$ cat src/rtl/window_buffer_ctrl.sv
// rtl/window_buffer_ctrl.sv - read/write pointer and occupancy controller for the multi-port window buffer
module window_buffer_ctrl #(
    parameter int SIZE       = 8,
    parameter int WRITE_SIZE = 2,
    parameter int READ_SIZE  = 2,
    parameter int POP_SIZE   = 1
) (
    input  logic                      clk,
    input  logic                      rst,
    input  logic                      flush,
    input  logic                      wr_valid,
    input  logic                      wr_last,
    output logic                      wr_ready,
    output logic                      write_en,
    output logic [$clog2(SIZE)-1:0]   write_addr,
    input  logic                      rd_ready,
    output logic                      rd_valid,
    output logic                      rd_partial,
    output logic [$clog2(SIZE)-1:0]   read_addr,
    output logic [$clog2(SIZE+1)-1:0] count,
    output logic                      full,
    output logic                      empty,
    output logic                      done
);

    localparam int AW = $clog2(SIZE);
    localparam int CW = $clog2(SIZE + 1);

    localparam logic [CW-1:0] SIZE_C = CW'(SIZE);
    localparam logic [CW-1:0] WS_C   = CW'(WRITE_SIZE);
    localparam logic [CW-1:0] RS_C   = CW'(READ_SIZE);
    localparam logic [CW-1:0] PS_C   = CW'(POP_SIZE);
    // SIZE is a power of two, so pointer wrap is plain truncation.
    localparam logic [AW-1:0] WS_A   = AW'(WRITE_SIZE % SIZE);

    typedef enum logic {
        FILL  = 1'b0,
        DRAIN = 1'b1
    } state_t;

    state_t        state, state_next;
    logic [AW-1:0] wptr, wptr_next;
    logic [AW-1:0] rptr, rptr_next;
    logic [CW-1:0] count_q, count_next;
    logic [CW-1:0] pop;
    logic          done_q, done_next;
    logic          wfire, rfire;

    always_ff @(posedge clk or negedge rst) begin
        if (!rst) begin
            state   <= FILL;
            wptr    <= '0;
            rptr    <= '0;
            count_q <= '0;
            done_q  <= 1'b0;
        end else begin
            state   <= state_next;
            wptr    <= wptr_next;
            rptr    <= rptr_next;
            count_q <= count_next;
            done_q  <= done_next;
        end
    end

    always_comb begin
        wr_ready   = (state == FILL) && ((SIZE_C - count_q) >= WS_C);
        rd_valid   = (state == FILL) ? (count_q >= RS_C) : (count_q != '0);
        rd_partial = (state == DRAIN) && (count_q != '0) && (count_q < RS_C);
        wfire      = wr_valid && wr_ready;
        rfire      = rd_valid && rd_ready;

        // During drain the final window may be short; never retire more than is held.
        pop = ((state == DRAIN) && (count_q < PS_C)) ? count_q : PS_C;

        wptr_next  = wfire ? (wptr + WS_A) : wptr;
        rptr_next  = rfire ? (rptr + AW'(pop)) : rptr;
        count_next = count_q + (wfire ? WS_C : {CW{1'b0}}) - (rfire ? pop : {CW{1'b0}});

        state_next = state;
        done_next  = 1'b0;
        case (state)
            FILL: begin
                if (wfire && wr_last) begin
                    state_next = DRAIN;
                end
            end
            DRAIN: begin
                if (count_next == '0) begin
                    state_next = FILL;
                    done_next  = 1'b1;
                end
            end
            default: state_next = FILL;
        endcase

        // Flush wins over any same-cycle traffic and suppresses the done pulse.
        if (flush) begin
            wptr_next  = '0;
            rptr_next  = '0;
            count_next = '0;
            state_next = FILL;
            done_next  = 1'b0;
        end
    end

    assign write_en   = wfire;
    assign write_addr = wptr;
    assign read_addr  = rptr;
    assign count      = count_q;
    assign full       = (count_q == SIZE_C);
    assign empty      = (count_q == '0);
    assign done       = done_q;

endmodule

$ cat config.mk
export PLATFORM = sky130hd
export DESIGN_NAME = window_buffer_ctrl
export DESIGN_NICKNAME = d
export VERILOG_FILES = /design/src/rtl/window_buffer_ctrl.sv
export SDC_FILE = /design/constraint.sdc
export NUM_CORES = 1
export LEC_CHECK = 0
export CAP_MARGIN = 20
export CORE_MARGIN = 5
export CORE_UTILIZATION = 47
export CTS_CLUSTER_DIAMETER = 100
export DETAILED_ROUTE_END_ITERATION = 12
export PLACE_DENSITY = 0.75
export SLEW_MARGIN = 20
export SYNTH_ARGS = -nofsm -noshare
export SYNTH_HDL_FRONTEND = slang
export SYNTH_SLANG_ARGS = --single-unit
$ cat constraint.sdc
create_clock -name clk -period 3.5 [get_ports clk]
set_clock_uncertainty 0.05 [all_clocks]
set_input_delay 0.525 -clock clk [delete_from_list [all_inputs] [get_ports clk]]
set_output_delay 0.525 -clock clk [all_outputs]
set_load 0.005 [all_outputs]
# After elaboration in Yosys (flattened, before gate mapping)
# Cells that the tools add are included.
[totals] reg_bits=12 in_bits=6 out_inout_bits=17 word_cells=44
[classes] add_sub_neg=5 n_lt_le_gt_ge=4 eq_ne=1 muxes=16 bitwise_logic=1 n_reduce_logical=12
[ops] op="3-bit two-way mux" n=4
[ops] op="4-bit two-way mux" n=3
[ops] op="4-bit by 2-bit greater-or-equal comparator with 1-bit output, second input constant" n=2
[ops] op="4-bit logical NOT" n=2
[ops] op="1-bit logical AND" n=7
[ops] op="1-bit two-way mux" n=7
[ops] op="4-bit by 2-bit adder with 4-bit output" n=1
[ops] op="4-bit equality test, second input constant" n=1
[ops] op="4-bit by 1-bit < comparator with 1-bit output, second input constant" n=1
[ops] op="4-bit by 2-bit < comparator with 1-bit output, second input constant" n=1
[ops] op="2-bit nonzero test" n=2
[ops] op="4-bit nonzero test" n=1
[ops] op="4-bit subtractor" n=1
[ops] op="4-bit subtractor, first input constant" n=1
[ops] op="3-bit by 2-bit adder with 3-bit output, second input constant" n=1
[ops] op="3-bit adder" n=1
[ops] op="2-bit two-way mux" n=1
[ops] op="1-bit one-hot mux with 2 select lines" n=1
[ops] op="1-bit NOT" n=1

# Longest topological paths before layout
# Gate-level depths: netlist of run 1.
[logic_depth] ltp_word=11 mapped_depth=13 ltp_nobuf=13

# Least setup slack after synthesis of run 1
# No wires, ideal clock.
[synth_path] path_kind="reg-to-reg" from="register count_q[1], in the netlist count[1]" to="register state" setup_ns=0.065 arrival_ns=3.125 required_time_ns=3.385 setup_slack_ns=0.260 path_stages_with_launch=11 path_buffers=0 synth_period_minus_slack_ns=3.240 cell_sequence="dfrtp_1 -> or4_1 -> and4_4 -> nor3b_1 -> fa_1 -> ha_1 -> inv_1 -> fa_1 -> nor2b_1 -> nand4_1 -> o211a_1"
[synth_via] elab_chain_len=11 elab_cells_between_ends=21 cone_classes="3 x add/sub; 3 x order compare; 8 x mux; 7 x reduce/logical"
[synth_lines] element="start: declaration" line="44" rtl="logic [CW-1:0] count_q, count_next;"
[synth_lines] element="start signal: assignment" line="60" rtl="count_q <= count_next;"
[synth_lines] element="4-bit subtractor (*)" line="66" rtl="wr_ready = (state == FILL) && ((SIZE_C - count_q) >= WS_C);"
[synth_lines] element="4-bit by 2-bit greater-or-equal comparator with 1-bit output (*)" line="66"
[synth_lines] element="1-bit logical AND (*)" line="66"
[synth_lines] element="1-bit logical AND (*)" line="69" rtl="wfire = wr_valid && wr_ready;"
[synth_lines] element="named net write_en" line="14" rtl="output logic write_en,"
[synth_lines] element="2-bit two-way mux" line="77" rtl="count_next = count_q + (wfire ? WS_C : {CW{1'b0}}) - (rfire ? pop : {CW{1'b0}});"
[synth_lines] element="4-bit by 2-bit adder with 4-bit output" line="77"
[synth_lines] element="4-bit subtractor" line="77"
[synth_lines] element="4-bit logical NOT" line="88" rtl="if (count_next == '0) begin"
[synth_lines] element="1-bit two-way mux" line="88"
[synth_lines] element="1-bit one-hot mux with 2 select lines (*)" line="81" rtl="case (state)"
[synth_lines] element="1-bit two-way mux (*)" line="97" rtl="if (flush) begin"
[synth_lines] element="named net state_next" line="41" rtl="state_t state, state_next;"
[synth_lines] element="end signal: assignment" line="57" rtl="state <= state_next;"
[synth_lines] element="end: declaration" line="41"
# Mark *: on every way through the listed nets, which the timed path passes. The rest lies on a longest branch.
# A chain may end at the register's enable or synchronous reset.

# Worst setup path after layout of run 1
[layout_path] from="register count_q[1], in the netlist count[1]" to="register state"
[layout_via] elab_chain_len=11 elab_cells_between_ends=21 cone_classes="3 x add/sub; 3 x order compare; 8 x mux; 7 x reduce/logical"
[layout_lines] element="4-bit subtractor" line="66"
[layout_lines] element="4-bit by 2-bit greater-or-equal comparator with 1-bit output" line="66"
[layout_lines] element="1-bit logical AND" line="66"
[layout_lines] element="1-bit logical AND" line="69"
[layout_lines] element="2-bit two-way mux" line="77"
[layout_lines] element="4-bit by 2-bit adder with 4-bit output" line="77"
[layout_lines] element="4-bit subtractor" line="77"
[layout_lines] element="4-bit logical NOT" line="88"
[layout_lines] element="1-bit two-way mux" line="88"
[layout_lines] element="1-bit one-hot mux with 2 select lines (*)" line="81"
[layout_lines] element="1-bit two-way mux (*)" line="97"
[layout_lines] element="named net state_next" line="41"
# Marked as above.

==> tab_implementation.tex, run 1 <==
\begin{tabular}{lr}
\hline
Metric & Value \\
\hline
\multicolumn{2}{l}{\textbf{Run status}} \\
\quad Result of the run & finished, final reports clean \\
\multicolumn{2}{l}{\textbf{Synth}} \\
\quad Most numerous cell in the Yosys netlist & dfrtp\_1 \\
\quad Post-synthesis instance area & 850.8 µm² \\
\quad Most frequent cells after synthesis & dfrtp\_1 (11), nor2\_1 (10), ha\_1 (9), nand2\_1 (9), inv\_1 (8) \\
\quad Number of nets in the synthesized netlist & 112 \\
\quad Top cells by area in the synthesized netlist & dfrtp\_1 (32\%), ha\_1 (13\%), fa\_1 (7.1\%) \\
\quad Sequential share of the synthesized area & 32.35\% \\
\quad Number of warning messages in the yosys log & 0 \\
\quad Number of enable-type register cells in the synthesized netlist & 0 \\
\quad Register bit total from synthesis & 11 \\
\quad Average size of a mapped cell & 9.051 µm² \\
\quad Asr flop ratio synth & 100.0\% \\
\quad Prevailing post-synth register cell & dfrtp\_1 \\
\quad Library cell occupying the most area in the post-synthesis netlist & dfrtp\_1 \\
\quad Cell variety after synth & 33 \\
\quad Number of standard cells after synthesis & 94 \\
\quad Share of the synthesized area in the top cell type & 32.35\% \\
\multicolumn{2}{l}{\textbf{Route}} \\
\quad Routed Antenna Nets & 0 \\
\quad Iteration count of the initial detailed-routing pass & 4 \\
\quad Vias per Instance & 5.373 \\
\quad Vias after detailed routing & 763 \\
\quad Remaining design rule violation count & 0 \\
\quad First DRT Iteration DRCs & 18 \\
\quad Total detailed-routing wirelength & 1892 µm \\
\quad Average wire per cell in the routed design & 13.32 µm \\
\multicolumn{2}{l}{\textbf{Clock network}} \\
\quad Post-CTS Hold Fix Bufs & 0 \\
\quad Clk root buf & clkbuf\_4 \\
\quad Post-CTS setup buffer count & 0 \\
\quad Num CTS Buffers & 3 \\
\quad Number of gates resized after CTS & 0 \\
\quad CTS H-Tree Depth & 1 \\
\quad Clock latency of the later-clocked register in the worst-skew pair & 260 ps \\
\quad CTS clock-pin slew for the worst setup and hold paths & 70 ps \\
\quad TritonCTS clock tree & done \\
\quad Clock Sinks & 11 \\
\quad Longest Clk Path Bufs & 2 \\
\multicolumn{2}{l}{\textbf{Global routing}} \\
\quad Antenna violations before repair & 0 \\
\quad Met3 Use GR & 4.274\% \\
\quad GRT busiest layer & met2 \\
\quad Global-route wire length before repair & 3284 µm \\
\quad Met1 routing resource usage after global routing & 20.32\% \\
\quad Global Route met2 Usage & 24.79\% \\
\quad Via count of the first global-routing pass & 744 \\
\quad GRT Residual Overflow & 0 \\
\quad Pin count of the biggest net entering global routing & 16 \\
\quad GRT Overall Usage & 15.91\% \\
\multicolumn{2}{l}{\textbf{Worst setup path}} \\
\quad Worst R2R Setup Slack & 190 ps \\
\quad Required time worst endpoint & 3650 ps \\
\quad Origin of the critical flop-to-flop path & count[1] \\
\quad Worst-path cell with the longest stage delay & or4\_1 \\
\quad Slowest stage delay, CP & 550 ps \\
\quad Crit path capture type & flip-flop \\
\quad Critical path cell sequence & or4\_1, and4\_4, nor3b\_1, fa\_1, ha\_1, inv\_1, fa\_1, nor2b\_1, nand4\_1, o211a\_1 \\
\quad Startpoint class of the critical path & flip-flop \\
\quad Worst EP arrival & 3460 ps \\
\quad Capture instance of the worst register-to-register path & state \\
\quad Worst reg-to-reg path cell count & 10 \\
\quad Type of the worst setup path & reg -> reg \\
\quad Cell type with the highest occurrence count on the critical path & fa\_1 \\
\quad Highest fanout seen on the critical path & 8 \\
\multicolumn{2}{l}{\textbf{Power and ir drop}} \\
\quad Combinational fraction of design power & 67.8\% \\
\quad Net switching power of the design & 405.8 µW \\
\quad Worst supply voltage drop on vdd & 472.5 µV \\
\quad Clock network power share & 8.8\% \\
\quad Sequential power share & 23.4\% \\
\quad Internal cell power & 568.0 µW \\
\quad Switching part of the total & 41.67\% \\
\quad Total power of the final layout & 973.8 µW \\
\quad Power density over the cells & 875.5 nW/µm² \\
\quad Leakage power summed over all cells & 0.4907 nW \\
\multicolumn{2}{l}{\textbf{Cells and area}} \\
\quad Total area of multi-input combinational cells & 530.5 µm² \\
\quad Post-route non-filler standard cell count & 142 \\
\quad Combined flip-flop and latch cell area & 276.5 µm² \\
\quad Antenna diode count & 0 \\
\quad Fraction of layout instances using a drive strength above 1 & 5.983\% \\
\quad Area Growth Syn to Fin & 30.74\% \\
\quad Layout filler cell count & 152 \\
\quad Final design area excluding fillers & 1112 µm² \\
\quad \# nets final & 136 \\
\multicolumn{2}{l}{\textbf{Die}} \\
\quad Starting Density & 49.28\% \\
\quad Chip width & 52.55 µm \\
\quad Std-Cell Core Area & 1727 µm² \\
\quad Y dimension of the die & 52.55 µm \\
\quad Top-level I/O count & 23 \\
\quad Area of the die & 2761 µm² \\
\quad Total number of placement rows & 15 \\
\multicolumn{2}{l}{\textbf{Timing}} \\
\quad Part of the cycle the worst path needs & 94.45\% \\
\quad Fin. Hold Viols & 0 \\
\quad Maximum operating frequency & 302.5 MHz \\
\quad Setup violations, final & 0 \\
\quad Pins Over Slew Limit & 0 \\
\quad Slew @ Worst Pin & 510.0 ps \\
\quad Tightest hold margin & 512.9 ps \\
\quad Relative slew slack & 65.89\% \\
\quad Unrepaired setup endpoints after global routing & no \\
\quad Final critical path time including I/O delays and setup & 3306 ps \\
\quad Final TNS setup & 0 ps \\
\multicolumn{2}{l}{\textbf{Placed design}} \\
\quad HPWL after detailed placement & 1493 µm \\
\quad Port Buffers & 21 \\
\quad Final RePlAce weighted congestion & 0.8630 \\
\quad Post-placement cell count & 138 \\
\quad DP Area & 1085 µm² \\
\multicolumn{2}{l}{\textbf{Hold path}} \\
\quad Startpoint of the tightest hold check path & read\_addr[0] \\
\quad Worst hold path class & reg -> reg \\
\quad Min-Delay Path Depth & 2 \\
\quad WHS Endpoint & read\_addr[0] \\
\multicolumn{2}{l}{\textbf{Flow run}} \\
\quad Max-cap violations & 0 \\
\hline
\end{tabular}
power groups by stage:
stage	clock [mW]	sequential [mW]	combinational, mW
2_1_floorplan	0	0.215	0.401
3_3_place_gp	0	0.224	0.646
3_5_place_dp	0	0.228	0.658
4_1_cts	0.0905	0.226	0.665
5_1_grt	0.0984	0.236	0.750
6_report	0.0856	0.228	0.660
cell type report:
class	count	area share, %
tap	25	2.812
clock buffer	4	2.362
inverter	8	2.700
timing repair buffer	22	19.57
multi-input combinational	72	47.69
sequential	11	24.86
routing by layer:
metal	up-vias	wire length [µm]
li1	372	-
met5	-	0
met1	369	835
met4	0	27
met2	18	937
met3	4	92
stage by stage:
step | util, % | worst slack [ps]
5_1_grt | 64.42 | 10.58
3_3_place_gp | 62.83 | 207.8
2_1_floorplan | - | 259.6
4_1_cts | 64.35 | 142.7
3_5_place_dp | 62.83 | 178.8
6_report | 64.42 | 194.2
cell families (layout without fill, tap and decap cells):
logic type | after synthesis | count (layout) | synth area share [%]
simple gates | 39 | 39 | 23.82
compound gates | 17 | 17 | 14.41
fa+ha+maj | 12 | 12 | 20.29
flops | 11 | 11 | 32.35
buf+inv | 11 | 34 | 5.295
xor+xnor | 2 | 2 | 2.059
other cells | 1 | 1 | 0.4408
mux | 1 | 1 | 1.323
worst max-delay path, delay by kind of cell (launching register included):
family	cells	cell delay (ps)
and+or+nand+nor	5	1410
buffers and inverters	1	70
AOI/OAI and AO/OA	1	150
DFF	1	470
adders and majority gates	3	1100
layout by cell type, fill, tap and decap left out, types with 2 or more instances in the layout:
master,instances
a21oi_1,5
and2_1,2
clkbuf_4,3
clkdlybuf4s50_1,21
dfrtp_1,10
fa_1,3
ha_1,9
inv_1,8
nand2_1,9
nand3_1,2
nand4_1,2
nor2_1,10
nor2b_1,4
nor3_1,2
nor3b_1,2
o211a_1,2
o21a_1,3
or4_1,2
how the worst max path moves through the flow:
stage               startpoint  endpoint  slack [ps]  depth (start not counted)
floorplan             count[1]     state         260                         10
finish                count[1]     state         190                         10
global placement      count[1]     state         210                         12
detailed placement    count[1]     state         180                         10
CTS                   count[1]     state         140                         10
global route          count[0]     state          10                         12
sequential cells by signal (all words and copies together) (netlist names):
| register | flops |
|---|---|
| write_addr | 2 |
| read_addr | 3 |
| count | 4 |
| done | 1 |
| state | 1 |
(Power assumes the default switching activity.)
==> run 2, diff against run 1 <==
--- a/config.mk
+++ b/config.mk
@@ -6,7 +6,7 @@
 export NUM_CORES = 1
 export LEC_CHECK = 0
 export CAP_MARGIN = 20
-export CORE_MARGIN = 5
+export CORE_MARGIN = 2
 export CORE_UTILIZATION = 47
 export CTS_CLUSTER_DIAMETER = 100
 export DETAILED_ROUTE_END_ITERATION = 12
==> tab_implementation.tex, run 2 (synthesis gave the netlist of run 1 again) <==
\begin{tabular}{lr}
\hline
Metric & Value \\
\hline
\multicolumn{2}{l}{\textbf{Placed design}} \\
\quad Worst setup timing slack at the placement stage & 68.00 ps \\
\quad HPWL after detailed placement & 1507 µm \\
\quad Final RePlAce weighted congestion & 0.8501 \\
\quad Port Buffers & 21 \\
\multicolumn{2}{l}{\textbf{Power and ir drop}} \\
\quad Clock network power share & 8.2\% \\
\quad Net switching power of the design & 440.4 µW \\
\quad Worst supply voltage drop on vdd & 626.6 µV \\
\quad Power density over the cells & 920.6 nW/µm² \\
\quad Internal cell power & 629.7 µW \\
\quad Sequential power share & 20.1\% \\
\quad Combinational fraction of design power & 71.7\% \\
\quad Leakage power summed over all cells & 0.5213 nW \\
\quad Total power of the final layout & 1.070 mW \\
\quad Switching part of the total & 41.16\% \\
\multicolumn{2}{l}{\textbf{Timing}} \\
\quad Setup violations, final & 0 \\
\quad Final TNS setup & 0 ps \\
\quad Tightest hold margin & 510.9 ps \\
\quad Fin. Hold Viols & 0 \\
\quad Worst Setup Slack, final & 187.9 ps \\
\quad Unrepaired setup endpoints after global routing & no \\
\quad Part of the cycle the worst path needs & 94.63\% \\
\quad Final critical path time including I/O delays and setup & 3312 ps \\
\quad Slew @ Worst Pin & 505.1 ps \\
\quad Relative slew slack & 66.22\% \\
\quad Pins Over Slew Limit & 0 \\
\quad Maximum operating frequency & 301.9 MHz \\
\multicolumn{2}{l}{\textbf{Cells and area}} \\
\quad Antenna diode count & 0 \\
\quad \# nets final & 141 \\
\quad Most frequent standard cell in the layout excluding fill and tap cells & clkdlybuf4s50\_1 \\
\quad Final core area utilization & 68.06\% \\
\quad Commonest non-fill, non-tap cells in the layout & clkdlybuf4s50\_1 (21), dfrtp\_1 (11), nor2\_1 (10), nand2\_1 (9), ha\_1 (9) \\
\quad Fraction of layout instances using a drive strength above 1 & 12.30\% \\
\quad Layout filler cell count & 141 \\
\quad Area Growth Syn to Fin & 36.62\% \\
\quad Flip-flop count of the largest register, all copies and words added & 4 \\
\multicolumn{2}{l}{\textbf{Worst setup path}} \\
\quad Worst-path cell with the longest stage delay & fa\_1 \\
\quad Critical path cell sequence & buf\_4, ha\_1, a211oi\_2, and4\_4, nor3b\_1, buf\_4, fa\_1, ha\_1, inv\_1, fa\_1, nor2b\_4, nand4\_1, o211a\_1 \\
\quad Worst EP arrival & 3430 ps \\
\quad Required time worst endpoint & 3610 ps \\
\quad Number of buffers and inverters on the critical path & 3 \\
\quad Worst reg-to-reg path cell count & 13 \\
\quad CP delay by family, top & adder cells \\
\quad Type of the worst setup path & reg -> reg \\
\quad Highest fanout seen on the critical path & 7 \\
\quad Total number of cells along the worst setup path & 13 \\
\quad Crit path capture type & flip-flop \\
\quad Startpoint class of the critical path & flip-flop \\
\quad Slowest stage delay, CP & 530 ps \\
\multicolumn{2}{l}{\textbf{Clock network}} \\
\quad Clk root buf & clkbuf\_4 \\
\quad Num CTS Buffers & 3 \\
\quad Post-CTS Hold Fix Bufs & 0 \\
\quad TritonCTS clock tree & done \\
\quad Clock latency of the later-clocked register in the worst-skew pair & 270 ps \\
\quad Longest Clk Path Bufs & 2 \\
\quad CTS clock-pin slew for the worst setup and hold paths & 80 ps \\
\quad Clock Sinks & 11 \\
\quad CTS H-Tree Depth & 1 \\
\multicolumn{2}{l}{\textbf{Route}} \\
\quad Vias after detailed routing & 780 \\
\quad Routed Antenna Nets & 0 \\
\quad Iteration count of the initial detailed-routing pass & 4 \\
\quad Total detailed-routing wirelength & 1939 µm \\
\quad Average wire per cell in the routed design & 13.19 µm \\
\quad First DRT Iteration DRCs & 11 \\
\quad Remaining design rule violation count & 0 \\
\quad Vias per Instance & 5.306 \\
\multicolumn{2}{l}{\textbf{Global routing}} \\
\quad GRT Overall Usage & 22.29\% \\
\quad Antenna violations before repair & 0 \\
\quad GRT Residual Overflow & 0 \\
\quad Via count of the first global-routing pass & 756 \\
\quad Global-route wire length before repair & 3284 µm \\
\quad Pin count of the biggest net entering global routing & 16 \\
\multicolumn{2}{l}{\textbf{Die}} \\
\quad Area of the die & 2166 µm² \\
\quad Y dimension of the die & 46.55 µm \\
\quad Std-Cell Core Area & 1708 µm² \\
\quad Chip width & 46.55 µm \\
\quad Top-level I/O count & 23 \\
\quad Starting Density & 49.82\% \\
\quad Total number of placement rows & 15 \\
\multicolumn{2}{l}{\textbf{Flow run}} \\
\quad Max-cap violations & 0 \\
\multicolumn{2}{l}{\textbf{Hold path}} \\
\quad Min-Delay Path Depth & 2 \\
\quad Worst hold path class & reg -> reg \\
\multicolumn{2}{l}{\textbf{Run status}} \\
\quad Result of the run & finished, final reports clean \\
\hline
\end{tabular}
[run 2: what timing repair did]
item                       in CTS  in global routing
gates resized for setup         0                  4
setup endpoints to repair       0                  2
setup buffers                   0                  3
[run 2: path summary, 6_finish.rpt]
path | startpoint | end | slack [ps]
min | read_addr[0] | read_addr[0] | 510
min reg2reg | read_addr[0] | read_addr[0] | 510
max | count[1] | state | 190
max reg2reg | count[1] | state | 190
max in group asynchronous | rst | write_addr[1] | 2520
min in group asynchronous | rst | write_addr[2] | 540
[run 2: per-stage QoR]
stage | instance area (µm²) | instances
after floorplan | 850.8 | 94
after global placement | 1100 | 140
after detailed placement | 1100 | 140
after CTS | 1127 | 144
after global routing | 1162 | 147
final | 1162 | 147
[run 2: power groups by stage]
stage          logic [mW]  registers, mW  clock network (mW)
6_report            0.768          0.215              0.0875
4_1_cts             0.697          0.213              0.0903
2_1_floorplan       0.401          0.215                   0
3_3_place_gp        0.669          0.211                   0
5_1_grt             0.859          0.221              0.0971
3_5_place_dp        0.692          0.215                   0
[run 2: layout make-up]
cell class	count	area (µm²)	area share [%]
multi-input cells	72	543.0	46.72
flip-flops and latches	11	275.3	23.68
well taps	25	31.28	2.691
clock buffers	3	22.52	1.938
inverters	8	30.03	2.583
clock inverters	1	5.005	0.4306
repair buffers	27	255.2	21.96
[run 2: routing by layer]
metal  track usage, %  vias to the layer above  routed length [µm]
met5                0                        -                   0
met4            10.29                        0                  36
met3            4.706                        4                 100
met2            36.67                       32                 948
met1            27.63                      365                 854
li1                 -                      379                   -
[run 2: tightest hold or removal path, delay by kind of cell, from the launching register on]
kind	cells	cell delay, ps
AOI/OAI and AO/OA	1	60
DFF	1	400
and+or+nand+nor	1	60
==> run 3, diff against run 2 <==
--- a/config.mk
+++ b/config.mk
@@ -5,12 +5,12 @@
 export SDC_FILE = /design/constraint.sdc
 export NUM_CORES = 1
 export LEC_CHECK = 0
-export CAP_MARGIN = 20
 export CORE_MARGIN = 2
 export CORE_UTILIZATION = 47
 export CTS_CLUSTER_DIAMETER = 100
 export DETAILED_ROUTE_END_ITERATION = 12
 export PLACE_DENSITY = 0.75
+export SKIP_LAST_GASP = 1
 export SLEW_MARGIN = 20
 export SYNTH_ARGS = -nofsm -noshare
 export SYNTH_HDL_FRONTEND = slang
==> results of run 3 <==
The final DEF is identical to that of run 2; final timing and power are the same.
